## config.mk

```make
export PLATFORM = sky130hd
export DESIGN_NAME = fg_dac_write_sequencer_flat
export DESIGN_NICKNAME = d
export VERILOG_FILES = /design/src/rtl/fg_dac_pkg.sv /design/src/rtl/fg_dac_write_sequencer_if.sv /design/src/rtl/fg_dac_timer.sv /design/src/rtl/fg_dac_write_sequencer.sv /design/src/flat_wrapper.sv
export SDC_FILE = /design/constraint.sdc
export NUM_CORES = 1
export LEC_CHECK = 0
export ABC_AREA = 1
export CORE_UTILIZATION = 50
export CTS_CLUSTER_DIAMETER = 50
export DETAILED_ROUTE_END_ITERATION = 16
export HOLD_SLACK_MARGIN = 0.03
export PLACE_DENSITY_LB_ADDON = 0.3
export SLEW_MARGIN = 20
export SYNTH_ARGS = -nofsm -noshare
export SYNTH_HDL_FRONTEND = slang
export SYNTH_HIERARCHICAL = 1
export SYNTH_SLANG_ARGS = --single-unit
```

## constraint.sdc

```tcl
create_clock -name clk -period 2.08 [get_ports clk]
set_input_delay 0.208 -clock clk [delete_from_list [all_inputs] [get_ports clk]]
set_output_delay 0.208 -clock clk [all_outputs]
set_load 0.005 [all_outputs]
```

## src/rtl/fg_dac_pkg.sv

```systemverilog
// Shared types and constants for the function-generator DAC write sequencer.
package fg_dac_pkg;

    typedef enum logic [4:0] {
        ST_IDLE   = 5'b00001,
        ST_SETUP  = 5'b00010,
        ST_STROBE = 5'b00100,
        ST_HOLD   = 5'b01000,
        ST_SETTLE = 5'b10000
    } state_e;

    localparam int unsigned CLK_FREQ_HZ       = 32'd50_000_000;
    localparam int unsigned DEF_SETTLE_CYCLES = 32'd500;
    localparam int          DEF_WR_WIDTH      = 32'sd2;
    localparam int          OVR_CNT_W         = 32'sd16;

    // A phase lasting n cycles loads n-1; zero-length requests still take one cycle.
    function automatic int unsigned phase_load(input int unsigned cycles);
        if (cycles == 32'd0) begin
            return 32'd0;
        end else begin
            return cycles - 32'd1;
        end
    endfunction

endpackage

```

## src/rtl/fg_dac_write_sequencer_if.sv

```systemverilog
// Generator-to-DAC bus bundle; overrun_cnt exists only with FG_DAC_OVERRUN_CNT_EN.
interface fg_dac_write_sequencer_if #(
    parameter int BITWIDTH        = 8,
    parameter int SETTLE_BITWIDTH = 16
);
    import fg_dac_pkg::*;

    logic                       enable;
    logic [SETTLE_BITWIDTH-1:0] settle_cycles;
    logic [BITWIDTH-1:0]        sample;
    logic                       sample_valid;
    logic [BITWIDTH-1:0]        dac_data;
    logic                       dac_wr_n;
    logic                       dac_pd_n;
    logic                       dac_clr_n;
    logic                       busy;
    logic                       overrun;
`ifdef FG_DAC_OVERRUN_CNT_EN
    logic [OVR_CNT_W-1:0]       overrun_cnt;

    modport master (
        output enable, settle_cycles, sample, sample_valid,
        input  dac_data, dac_wr_n, dac_pd_n, dac_clr_n, busy, overrun, overrun_cnt
    );
    modport slave (
        input  enable, settle_cycles, sample, sample_valid,
        output dac_data, dac_wr_n, dac_pd_n, dac_clr_n, busy, overrun, overrun_cnt
    );
`else
    modport master (
        output enable, settle_cycles, sample, sample_valid,
        input  dac_data, dac_wr_n, dac_pd_n, dac_clr_n, busy, overrun
    );
    modport slave (
        input  enable, settle_cycles, sample, sample_valid,
        output dac_data, dac_wr_n, dac_pd_n, dac_clr_n, busy, overrun
    );
`endif

endinterface

```

## src/rtl/fg_dac_timer.sv

```systemverilog
// Loadable down-counter with zero flag, shared by all timed phases of the sequencer.
module fg_dac_timer #(
    parameter int WIDTH = 16
) (
    input  logic             clk,
    input  logic             rst,
    input  logic             load,
    input  logic [WIDTH-1:0] load_value,
    output logic             zero
);

    logic [WIDTH-1:0] count_r;

    // Count down to zero and park there until reloaded
    always_ff @(posedge clk or posedge rst) begin
        if (rst) begin
            count_r <= '0;
        end else if (load) begin
            count_r <= load_value;
        end else if (count_r != '0) begin
            count_r <= count_r - WIDTH'(1);
        end else begin
            count_r <= count_r;
        end
    end

    assign zero = (count_r == '0);

endmodule

```

## src/rtl/fg_dac_write_sequencer.sv

```systemverilog
// Parallel-DAC write sequencer: setup / strobe / hold / settle timing with a 1-deep pending sample.
// Optional saturating overrun counter enabled by FG_DAC_OVERRUN_CNT_EN.
module fg_dac_write_sequencer
    import fg_dac_pkg::*;
#(
    parameter int BITWIDTH        = 8,
    parameter int SETTLE_BITWIDTH = 16,
    parameter int SETUP_CYCLES    = 1,
    parameter int WR_WIDTH        = DEF_WR_WIDTH,
    parameter int HOLD_CYCLES     = 1
) (
    input logic                     clk,
    input logic                     rst,
    fg_dac_write_sequencer_if.slave bus
);

    localparam logic [SETTLE_BITWIDTH-1:0] SETUP_LOAD = SETTLE_BITWIDTH'(phase_load(SETUP_CYCLES));
    localparam logic [SETTLE_BITWIDTH-1:0] WR_LOAD    = SETTLE_BITWIDTH'(phase_load(WR_WIDTH));
    localparam logic [SETTLE_BITWIDTH-1:0] HOLD_LOAD  = SETTLE_BITWIDTH'(phase_load(HOLD_CYCLES));

    state_e                     state_r;
    state_e                     state_nx_s;
    logic                       tmr_load_s;
    logic [SETTLE_BITWIDTH-1:0] tmr_value_s;
    logic [SETTLE_BITWIDTH-1:0] settle_load_s;
    logic                       tmr_zero_s;
    logic                       start_s;

    logic [BITWIDTH-1:0]        data_r;
    logic [BITWIDTH-1:0]        pend_data_r;
    logic                       pend_valid_r;
    logic                       overrun_r;
    logic                       wr_n_r;
    logic                       pd_n_r;
    logic                       clr_n_r;
    logic                       busy_r;

    fg_dac_timer #(.WIDTH(SETTLE_BITWIDTH)) u_timer (
        .clk        (clk),
        .rst        (rst),
        .load       (tmr_load_s),
        .load_value (tmr_value_s),
        .zero       (tmr_zero_s)
    );

    assign settle_load_s = (bus.settle_cycles == '0) ? '0
                                                     : bus.settle_cycles - SETTLE_BITWIDTH'(1);

    // State register
    always_ff @(posedge clk or posedge rst) begin
        if (rst) begin
            state_r <= ST_IDLE;
        end else begin
            state_r <= state_nx_s;
        end
    end

    // Next-state logic; each phase exit reloads the shared timer for the following phase
    always_comb begin
        state_nx_s  = state_r;
        tmr_load_s  = 1'b0;
        tmr_value_s = '0;
        start_s     = 1'b0;
        case (state_r)
            ST_IDLE: begin
                if (bus.enable && (bus.sample_valid || pend_valid_r)) begin
                    state_nx_s  = ST_SETUP;
                    tmr_load_s  = 1'b1;
                    tmr_value_s = SETUP_LOAD;
                    start_s     = 1'b1;
                end else begin
                    state_nx_s  = ST_IDLE;
                end
            end
            ST_SETUP: begin
                if (tmr_zero_s) begin
                    state_nx_s  = ST_STROBE;
                    tmr_load_s  = 1'b1;
                    tmr_value_s = WR_LOAD;
                end else begin
                    state_nx_s  = ST_SETUP;
                end
            end
            ST_STROBE: begin
                if (tmr_zero_s) begin
                    state_nx_s  = ST_HOLD;
                    tmr_load_s  = 1'b1;
                    tmr_value_s = HOLD_LOAD;
                end else begin
                    state_nx_s  = ST_STROBE;
                end
            end
            ST_HOLD: begin
                if (tmr_zero_s) begin
                    state_nx_s  = ST_SETTLE;
                    tmr_load_s  = 1'b1;
                    tmr_value_s = settle_load_s;
                end else begin
                    state_nx_s  = ST_HOLD;
                end
            end
            ST_SETTLE: begin
                if (tmr_zero_s) begin
                    state_nx_s = ST_IDLE;
                end else begin
                    state_nx_s = ST_SETTLE;
                end
            end
            default: begin
                state_nx_s = ST_IDLE;
            end
        endcase
    end

    // Data capture and pending buffer; the newest sample always wins
    always_ff @(posedge clk or posedge rst) begin
        if (rst) begin
            data_r       <= '0;
            pend_data_r  <= '0;
            pend_valid_r <= 1'b0;
            overrun_r    <= 1'b0;
        end else begin
            overrun_r <= 1'b0;
            if (start_s) begin
                data_r       <= bus.sample_valid ? bus.sample : pend_data_r;
                pend_valid_r <= 1'b0;
            end else if (!bus.enable) begin
                pend_valid_r <= 1'b0;
            end else if (bus.sample_valid && (state_r != ST_IDLE)) begin
                pend_data_r  <= bus.sample;
                pend_valid_r <= 1'b1;
                overrun_r    <= pend_valid_r;
            end else begin
                pend_valid_r <= pend_valid_r;
            end
        end
    end

    // Pin flops decoded from the next state so every output leaves a register directly
    always_ff @(posedge clk or posedge rst) begin
        if (rst) begin
            wr_n_r  <= 1'b1;
            pd_n_r  <= 1'b0;
            clr_n_r <= 1'b0;
            busy_r  <= 1'b0;
        end else begin
            wr_n_r  <= (state_nx_s != ST_STROBE);
            pd_n_r  <= bus.enable || (state_nx_s != ST_IDLE);
            clr_n_r <= 1'b1;
            busy_r  <= (state_nx_s != ST_IDLE);
        end
    end

    assign bus.dac_data  = data_r;
    assign bus.dac_wr_n  = wr_n_r;
    assign bus.dac_pd_n  = pd_n_r;
    assign bus.dac_clr_n = clr_n_r;
    assign bus.busy      = busy_r;
    assign bus.overrun   = overrun_r;

`ifdef FG_DAC_OVERRUN_CNT_EN
    logic [OVR_CNT_W-1:0] ovr_cnt_r;

    // Saturating count of overrun pulses
    always_ff @(posedge clk or posedge rst) begin
        if (rst) begin
            ovr_cnt_r <= '0;
        end else if (overrun_r && (ovr_cnt_r != '1)) begin
            ovr_cnt_r <= ovr_cnt_r + OVR_CNT_W'(1);
        end else begin
            ovr_cnt_r <= ovr_cnt_r;
        end
    end

    assign bus.overrun_cnt = ovr_cnt_r;
`endif

endmodule

```

## src/flat_wrapper.sv

```systemverilog
// flat-port wrapper written by rule: the top's interface ports become plain ports
module fg_dac_write_sequencer_flat import fg_dac_pkg::*;
#(
    parameter int BITWIDTH        = 8,
    parameter int SETTLE_BITWIDTH = 16,
    parameter int SETUP_CYCLES    = 1,
    parameter int WR_WIDTH        = DEF_WR_WIDTH,
    parameter int HOLD_CYCLES     = 1
)
  (clk, rst, bus_enable, bus_settle_cycles, bus_sample, bus_sample_valid, bus_dac_data, bus_dac_wr_n, bus_dac_pd_n, bus_dac_clr_n, bus_busy, bus_overrun);
  fg_dac_write_sequencer_if #(.BITWIDTH(BITWIDTH), .SETTLE_BITWIDTH(SETTLE_BITWIDTH)) bus_i ();
  input logic clk;
  input logic rst;
  input wire logic [$bits(bus_i.enable)-1:0] bus_enable;
  input wire logic [$bits(bus_i.settle_cycles)-1:0] bus_settle_cycles;
  input wire logic [$bits(bus_i.sample)-1:0] bus_sample;
  input wire logic [$bits(bus_i.sample_valid)-1:0] bus_sample_valid;
  output wire logic [$bits(bus_i.dac_data)-1:0] bus_dac_data;
  output wire logic [$bits(bus_i.dac_wr_n)-1:0] bus_dac_wr_n;
  output wire logic [$bits(bus_i.dac_pd_n)-1:0] bus_dac_pd_n;
  output wire logic [$bits(bus_i.dac_clr_n)-1:0] bus_dac_clr_n;
  output wire logic [$bits(bus_i.busy)-1:0] bus_busy;
  output wire logic [$bits(bus_i.overrun)-1:0] bus_overrun;
  assign bus_i.enable = bus_enable;
  assign bus_i.settle_cycles = bus_settle_cycles;
  assign bus_i.sample = bus_sample;
  assign bus_i.sample_valid = bus_sample_valid;
  assign bus_dac_data = bus_i.dac_data;
  assign bus_dac_wr_n = bus_i.dac_wr_n;
  assign bus_dac_pd_n = bus_i.dac_pd_n;
  assign bus_dac_clr_n = bus_i.dac_clr_n;
  assign bus_busy = bus_i.busy;
  assign bus_overrun = bus_i.overrun;
  fg_dac_write_sequencer #(.BITWIDTH(BITWIDTH), .SETTLE_BITWIDTH(SETTLE_BITWIDTH), .SETUP_CYCLES(SETUP_CYCLES), .WR_WIDTH(WR_WIDTH), .HOLD_CYCLES(HOLD_CYCLES)) u_core (.clk(clk), .rst(rst), .bus(bus_i));
endmodule
```

==> qor.csv, run 1 <==
metric,value,unit
largest net degree at the start of global routing,28,
combinational power share,49.0,%
Seq pwr share,34.5,%
GR Util All Layers,21.6,%
Psw,1.70,mW
DR vias,2663,
clock-pin slew on the worst setup and hold paths,90,ps
Die X,80.2,microns
Final Hold Violating Endpoints,0,
global-route wire length before repair,10.7,mm
Final Worst Setup Slack,166,ps
critical path required time,2300,ps
Inserted Clock Buffers,5,
clock network power share,16.6,%
startpoint types,flop,
Crit path arrival time,2130,ps
row count,28,
Worst setup EP type,flop,
Slew HR,57.3,%
CTS tree,built,
CTS Sinks,43,
initial DRC count,287,
post-route antenna net violation count,0,
setup_tns,0,ps
global placement routability congestion,0.859,
Max Clock Freq,522,MHz
Fillers,482,
wire length per cell,11.4,microns
switch share,41.2,%
htree depth,2,
Vias/cell,4.86,
DRC violations left,0,
fin nets,502,
sequential area share after synthesis,35.3,%
Gate Count Post-Synth,415,
final setup fails,0,
clock root cell,clkbuf_8,
pre-CTS setup slack,9.24,ps
antenna violations before repair,0,
period utilisation layout,92.0,%
WS Path Type,flop to flop,
PortBufs,40,
Post-synth EDFFs,0,
pwr dens,1090,nW/um^2
Int Pwr,2.43,mW
Initial Util,51.7,%
Die Ht,80.2,microns
Final Max Slew Viols,0,
type of the worst min-delay path,primary input to asynchronous set/reset pin,
YS warnings,6,
share of cells above drive strength 1,19.9,%
status,completed,
skew final,12.3,ps
async set-reset flop share out of synthesis,100,%
syn_area_per_cell,7.37,sq um
"Hold-fix buffers, CTS",0,
vias in the first global route,2395,
Synth Flop Type,dfrtp_1,
Netlist Area Pre-Place,3060,sq um
Die Area,6440,sq um
max cap viols,0,
clock latency on the worst-skew pair,300,ps
Core ar.,5920,sq um
GR Overflow Total,0,
unique cell type count in the Yosys netlist,32,
leak pwr,1.84,nW
Clock Tree Buf Depth,2,
Post-CTS Setup Bufs,0,
Antenna Cells,0,
synthesized flop and latch total,43,
Post-Route WL,6.25,mm
overall power,4.13,mW
syn_nets,445,
# IOs,41,
final worst path period need,1910,ps
Detailed Routing Iterations Pass 1,6,
CP Max Fanout,6,
HPWL after DPL,4.83,mm
Tightest Pin Transition,639,ps
synth-to-layout area growth,23.8,%
maximum VDD drop,515,uV
==> state kept, by name, indices dropped and copies added, names as in the netlist <==
name,flops
u_core/bus.busy,1
u_core/bus.dac_clr_n,1
u_core/bus.dac_data,8
u_core/bus.dac_pd_n,1
u_core/bus.dac_wr_n,1
u_core/bus.overrun,1
u_core/pend_data_r,8
u_core/pend_valid_r,1
u_core/state_r,5
u_core/u_timer/count_r,16
==> worst max-delay path: stages, from the launching register on <==
cell and delay (ps):
dfrtp_1 380, inv_1 110, ha_4 160, nand3_4 110, nor2_8 110, nand3_4 70, inv_2 80, inv_2 70
nor3_4 240, nand2_4 170, nor2_4 100, nand2_1 50, inv_1 80, o21bai_1 100
==> logic make-up after synthesis <==
group | synth area share (%)
simple gates | 42.7
other cells | 0.123
buf+inv | 9.12
flops | 35.3
xor+xnor | 3.44
compound gates | 8.51
fa+ha+maj | 0.818
==> power by group through the flow <==
stage	Sequential, mW	Combinational, mW	Clock, mW
global route	1.46	2.28	0.730
finish	1.42	2.02	0.685
detailed placement	1.43	1.98	0
global placement	1.42	1.94	0
CTS	1.42	2.00	0.700
floorplan	1.40	1.39	0
==> final cells by class <==
cell class / instances / area [sq um] / share of cell area [%]
Timing Repair Buffer: 57 / 544 / 14.4
Clock buffer: 6 / 82.6 / 2.18
Tap cell: 75 / 93.8 / 2.48
Sequential cell: 43 / 1080 / 28.5
Inverter: 57 / 214 / 5.65
Clock inverter: 2 / 38.8 / 1.02
Multi-Input combinational cell: 308 / 1740 / 45.8
==> stage by stage <==
step | cell area, sq um | cells | util, % | hold WS, ps
6_report | 3790 | 548 | 64.0 | 300
5_1_grt | 3790 | 548 | 64.0 | 352
4_1_cts | 3750 | 547 | 63.4 | 328
3_5_place_dp | 3630 | 539 | 61.3 | 458
3_3_place_gp | 3630 | 539 | 61.3 | 457
2_1_floorplan | 3060 | 415 | - | 122
==> Yosys cell counts (5+ instances only) <==
| library cell | instances | area [sq um] |
|---|---|---|
| a21oi_1 | 7 | 35.0 |
| dfrtp_1 | 41 | 1030 |
| inv_1 | 55 | 206 |
| nand2_1 | 126 | 473 |
| nand2_2 | 5 | 31.3 |
| nand3_1 | 18 | 90.1 |
| nand3_4 | 6 | 105 |
| nor2_1 | 51 | 191 |
| nor2_2 | 10 | 62.6 |
| nor2_4 | 18 | 203 |
| o21ai_0 | 14 | 70.1 |
| o21ai_1 | 10 | 50.1 |
| o21ai_2 | 7 | 61.3 |
| o21bai_1 | 5 | 37.5 |
| xnor2_1 | 6 | 52.6 |
| xor2_1 | 6 | 52.6 |
==> what timing repair did <==
action,in CTS,in global routing
pin swaps,0,2
gates cloned,0,1
resized for setup,1,8
endpoints found under the setup margin,1,16
==> worst paths after layout <==
kind / startpoint / slack, ps / depth (start not counted) / to
worst max-delay path: u_core/u_timer/count_r[0] / 170 / 13 / u_core/u_timer/count_r[5]
worst min register to register: u_core/bus.dac_data[7] / 480 / 2 / u_core/bus.dac_data[7]
worst max register to register: u_core/u_timer/count_r[0] / 170 / 13 / u_core/u_timer/count_r[5]
max in group asynchronous: rst / 1340 / 2 / u_core/u_timer/count_r[3]
worst min-delay path: rst / 300 / 3 / u_core/bus.dac_data[3]
min in group clk: bus_sample[4] / 470 / 3 / u_core/pend_data_r[4]
==> layout by cell type, fill, tap and decap left out, drive strengths merged <==
| master | Yosys | routed |
|---|---|---|
| a21oi | 7 | 7 |
| a31oi | 1 | 1 |
| buf | 7 | 17 |
| bufinv | 0 | 1 |
| clkbuf | 1 | 6 |
| clkdlybuf4s50 | 0 | 40 |
| conb | 1 | 1 |
| dfrtp | 41 | 41 |
| dfstp | 2 | 2 |
| ha | 2 | 2 |
| inv | 57 | 58 |
| nand2 | 132 | 133 |
| nand3 | 27 | 27 |
| nand4 | 3 | 3 |
| nor2 | 81 | 81 |
| nor3 | 2 | 2 |
| o21ai | 31 | 31 |
| o21bai | 5 | 5 |
| or2 | 3 | 3 |
| xnor2 | 6 | 6 |
| xor2 | 6 | 6 |
==> per-layer routing <==
layer,wire length [microns],part of all wire (%),track usage (%),vias up
li1,-,-,-,1397
met1,2870,46,28.3,1190
met2,3070,49,36.7,70
met3,268,4.3,3.30,6
met4,48,0.77,6.07,0
met5,0,0,0,-
No activity file was read; power rests on OpenSTA's default activity.
==> run 2, diff against run 1 <==
--- a/config.mk
+++ b/config.mk
@@ -11,7 +11,6 @@
 export DETAILED_ROUTE_END_ITERATION = 16
 export HOLD_SLACK_MARGIN = 0.03
 export PLACE_DENSITY_LB_ADDON = 0.3
-export SLEW_MARGIN = 20
 export SYNTH_ARGS = -nofsm -noshare
 export SYNTH_HDL_FRONTEND = slang
 export SYNTH_HIERARCHICAL = 1
==> results of run 2 <==
Final layout, timing and power as in run 1 (identical DEF).
==> run 3, diff against run 2 <==
--- a/config.mk
+++ b/config.mk
@@ -11,6 +11,7 @@
 export DETAILED_ROUTE_END_ITERATION = 16
 export HOLD_SLACK_MARGIN = 0.03
 export PLACE_DENSITY_LB_ADDON = 0.3
+export SETUP_SLACK_MARGIN = 0.2
 export SYNTH_ARGS = -nofsm -noshare
 export SYNTH_HDL_FRONTEND = slang
 export SYNTH_HIERARCHICAL = 1
==> qor.csv, run 3 (synthesis gave the netlist of run 1 again) <==
metric,value,unit,change
status,"finished, violations left",,
failing checks,design-rule violations,,
Top reg by flops,u_core/u_timer/count_r,,
PortBufs,40,,unchanged
GR Util All Layers,22.9,%,+1.3 points
Final Instance Area,3940,sq um,+4.1%
period utilisation layout,94.2,%,+2.2 points
Min Hold Slack,299,ps,-1.01 ps
post-route antenna net violation count,0,,unchanged
share of cells above drive strength 1,23.8,%,+3.9 points
Die Ht,80.2,microns,unchanged
Core ar.,5920,sq um,unchanged
global-route wire length before repair,11.4,mm,+6.1%
Placed Area,3580,sq um,-1.3%
final core utilization,66.6,%,+2.6 points
Seq pwr share,33.3,%,-1.2 points
critical path required time,2320,ps,+20 ps
Clock Tree Buf Depth,2,,unchanged
Final Max Slew Viols,0,,unchanged
fin nets,512,,+2.0%
flip-flop count of the largest register after layout,16,,unchanged
area of the multi-input gates,1770,sq um,+1.9%
Antenna Cells,0,,unchanged
CP Cell Sequence,"nor2_2, nand2_2, nor2_8, nand3_4, inv_4, inv_6, nor3_4, nand2_4, nor2_2, nand2_1, nand2_1, nand2_1, inv_1",,
crit path buf inv count,3,,-1
# IOs,41,,unchanged
most frequent CP cell,nand2_1,,
switch share,41.9,%,+0.74 points
clock latency on the worst-skew pair,300,ps,about the same
setup_tns,0,ps,unchanged
antenna violations before repair,0,,unchanged
combinational power share,51.2,%,+2.2 points
Post-Route WL,6.86,mm,+9.8%
type of the worst min-delay path,primary input to asynchronous set/reset pin,,
Psw,1.81,mW,+6.3%
HPWL after DPL,5.16,mm,+6.8%
synth-to-layout area growth,28.9,%,
CP Max Fanout,6,,unchanged
"delay-heaviest family, CP",simple AND/OR/NAND/NOR gates,,
Int Pwr,2.51,mW,+3.1%
CTS tree,built,,
htree depth,2,,unchanged
largest net degree at the start of global routing,28,,unchanged
Reg area,1080,sq um,unchanged
"most common cell after layout, fill and taps aside",nand2_1,,
leak pwr,1.90,nW,+3.1%
CTS Sinks,43,,unchanged
Crit path arrival time,2200,ps,+70 ps
Max Clock Freq,510,MHz,-2.3%
clock root cell,clkbuf_8,,
clock-pin slew on the worst setup and hold paths,90,ps,about the same
WS Path Type,flop to flop,,
Die Area,6440,sq um,unchanged
global placement routability congestion,0.860,,about the same
clock network power share,15.5,%,-1.1 points
Initial Util,51.7,%,unchanged
DRC violations left,1,,+1
maximum VDD drop,528,uV,+2.5%
max cap viols,0,,unchanged
DR vias,2791,,+4.8%
Worst path max stage delay,420,ps,+40 ps
Worst path slowest cell,dfrtp_1,,
initial DRC count,117,,-59%
Inserted Clock Buffers,5,,unchanged
Detailed Routing Iterations Pass 1,10,,+4
Final Hold Violating Endpoints,0,,unchanged
GR Overflow Total,0,,unchanged
row count,28,,unchanged
R2R setup slack,120,ps,-40 ps
Slew HR,56.2,%,-1.1 points
Tightest Pin Transition,656,ps,+16.6 ps
skew final,4.97,ps,-7.36 ps
Fillers,514,,+6.6%
"Hold-fix buffers, CTS",0,,unchanged
final setup fails,0,,unchanged
Vias/cell,5.00,,+2.9%
overall power,4.32,mW,+4.4%
Die X,80.2,microns,unchanged
Worst setup EP type,flop,,
vias in the first global route,2583,,+7.8%
startpoint types,flop,,
"commonest cells after routing, fill and taps aside","125 x nand2_1, 49 x inv_1, 43 x nor2_1, 41 x dfrtp_1, 40 x clkdlybuf4s50_1",,
final worst path period need,1960,ps,+45.0 ps
pwr dens,1090,nW/um^2,+0.28%
wire length per cell,12.3,microns,+7.8%
RSZ-0062 raised after global routing,yes,,
## run 3: cell types whose count changed in the layout (fill, tap and decap cells not counted), sizes merged
cell | before | now
buf | 17 | 25
clkinv | 0 | 1
clkbuf | 6 | 7
## run 3: final cells by class
cell class                 count  share of cell area, %
inverter                      57                   5.68
clock buffer                   5                   1.74
tap                           75                   2.38
sequential                    43                   27.3
timing repair buffer          67                   16.8
clock inverter                 3                   1.21
multi-input combinational    308                   44.9
## run 3: power by group through the flow
stage	Clock, mW	Sequential, mW	Combinational (mW)
after floorplan	0	1.41	1.41
after global placement	0	1.43	1.89
after detailed placement	0	1.45	1.94
after CTS	0.688	1.44	1.99
after global routing	0.720	1.48	2.45
final	0.669	1.44	2.21
## run 3: tightest hold or removal path, delay by kind of cell
family   cells  cell delay [ps]
buf+inv      3              800
## run 3: path summary, 6_finish.rpt
check,startpoint,end,cells after the start
worst min-delay path,rst,u_core/bus.dac_data[5],3
worst max register to register,u_core/u_timer/count_r[8],u_core/u_timer/count_r[3],13
max in group asynchronous,rst,u_core/u_timer/count_r[11],2
worst max-delay path,u_core/u_timer/count_r[8],u_core/u_timer/count_r[3],13
worst min register to register,u_core/bus.dac_data[0],u_core/bus.dac_data[0],2
min in group clk,bus_sample[1],u_core/pend_data_r[1],3
## run 3: per-layer routing
metal / vias to the layer above / routed length [microns] / track usage, % / part of all wire [%]
met3: 5 / 243 / 3.86 / 3.5
met2: 61 / 3500 / 39.9 / 51
li1: 1417 / - / - / -
met4: 0 / 46 / 7.32 / 0.67
met5: - / 0 / 0 / 0
met1: 1308 / 3080 / 28.7 / 45
## run 3: through the flow
| step | instances | setup WS, ps |
|---|---|---|
| after floorplan | 415 | 204 |
| after global placement | 533 | 39.2 |
| after detailed placement | 533 | 1.93 |
| after CTS | 547 | 108 |
| after global routing | 558 | -31.4 |
| final | 558 | 121 |
## run 3: repair_timing
action	CTS	global route
setup buffers	5	9
gates resized for setup	14	15
pin swaps	13	18
setup endpoints to repair	16	16
cloned	1	2
endpoints found under the hold margin	0	0
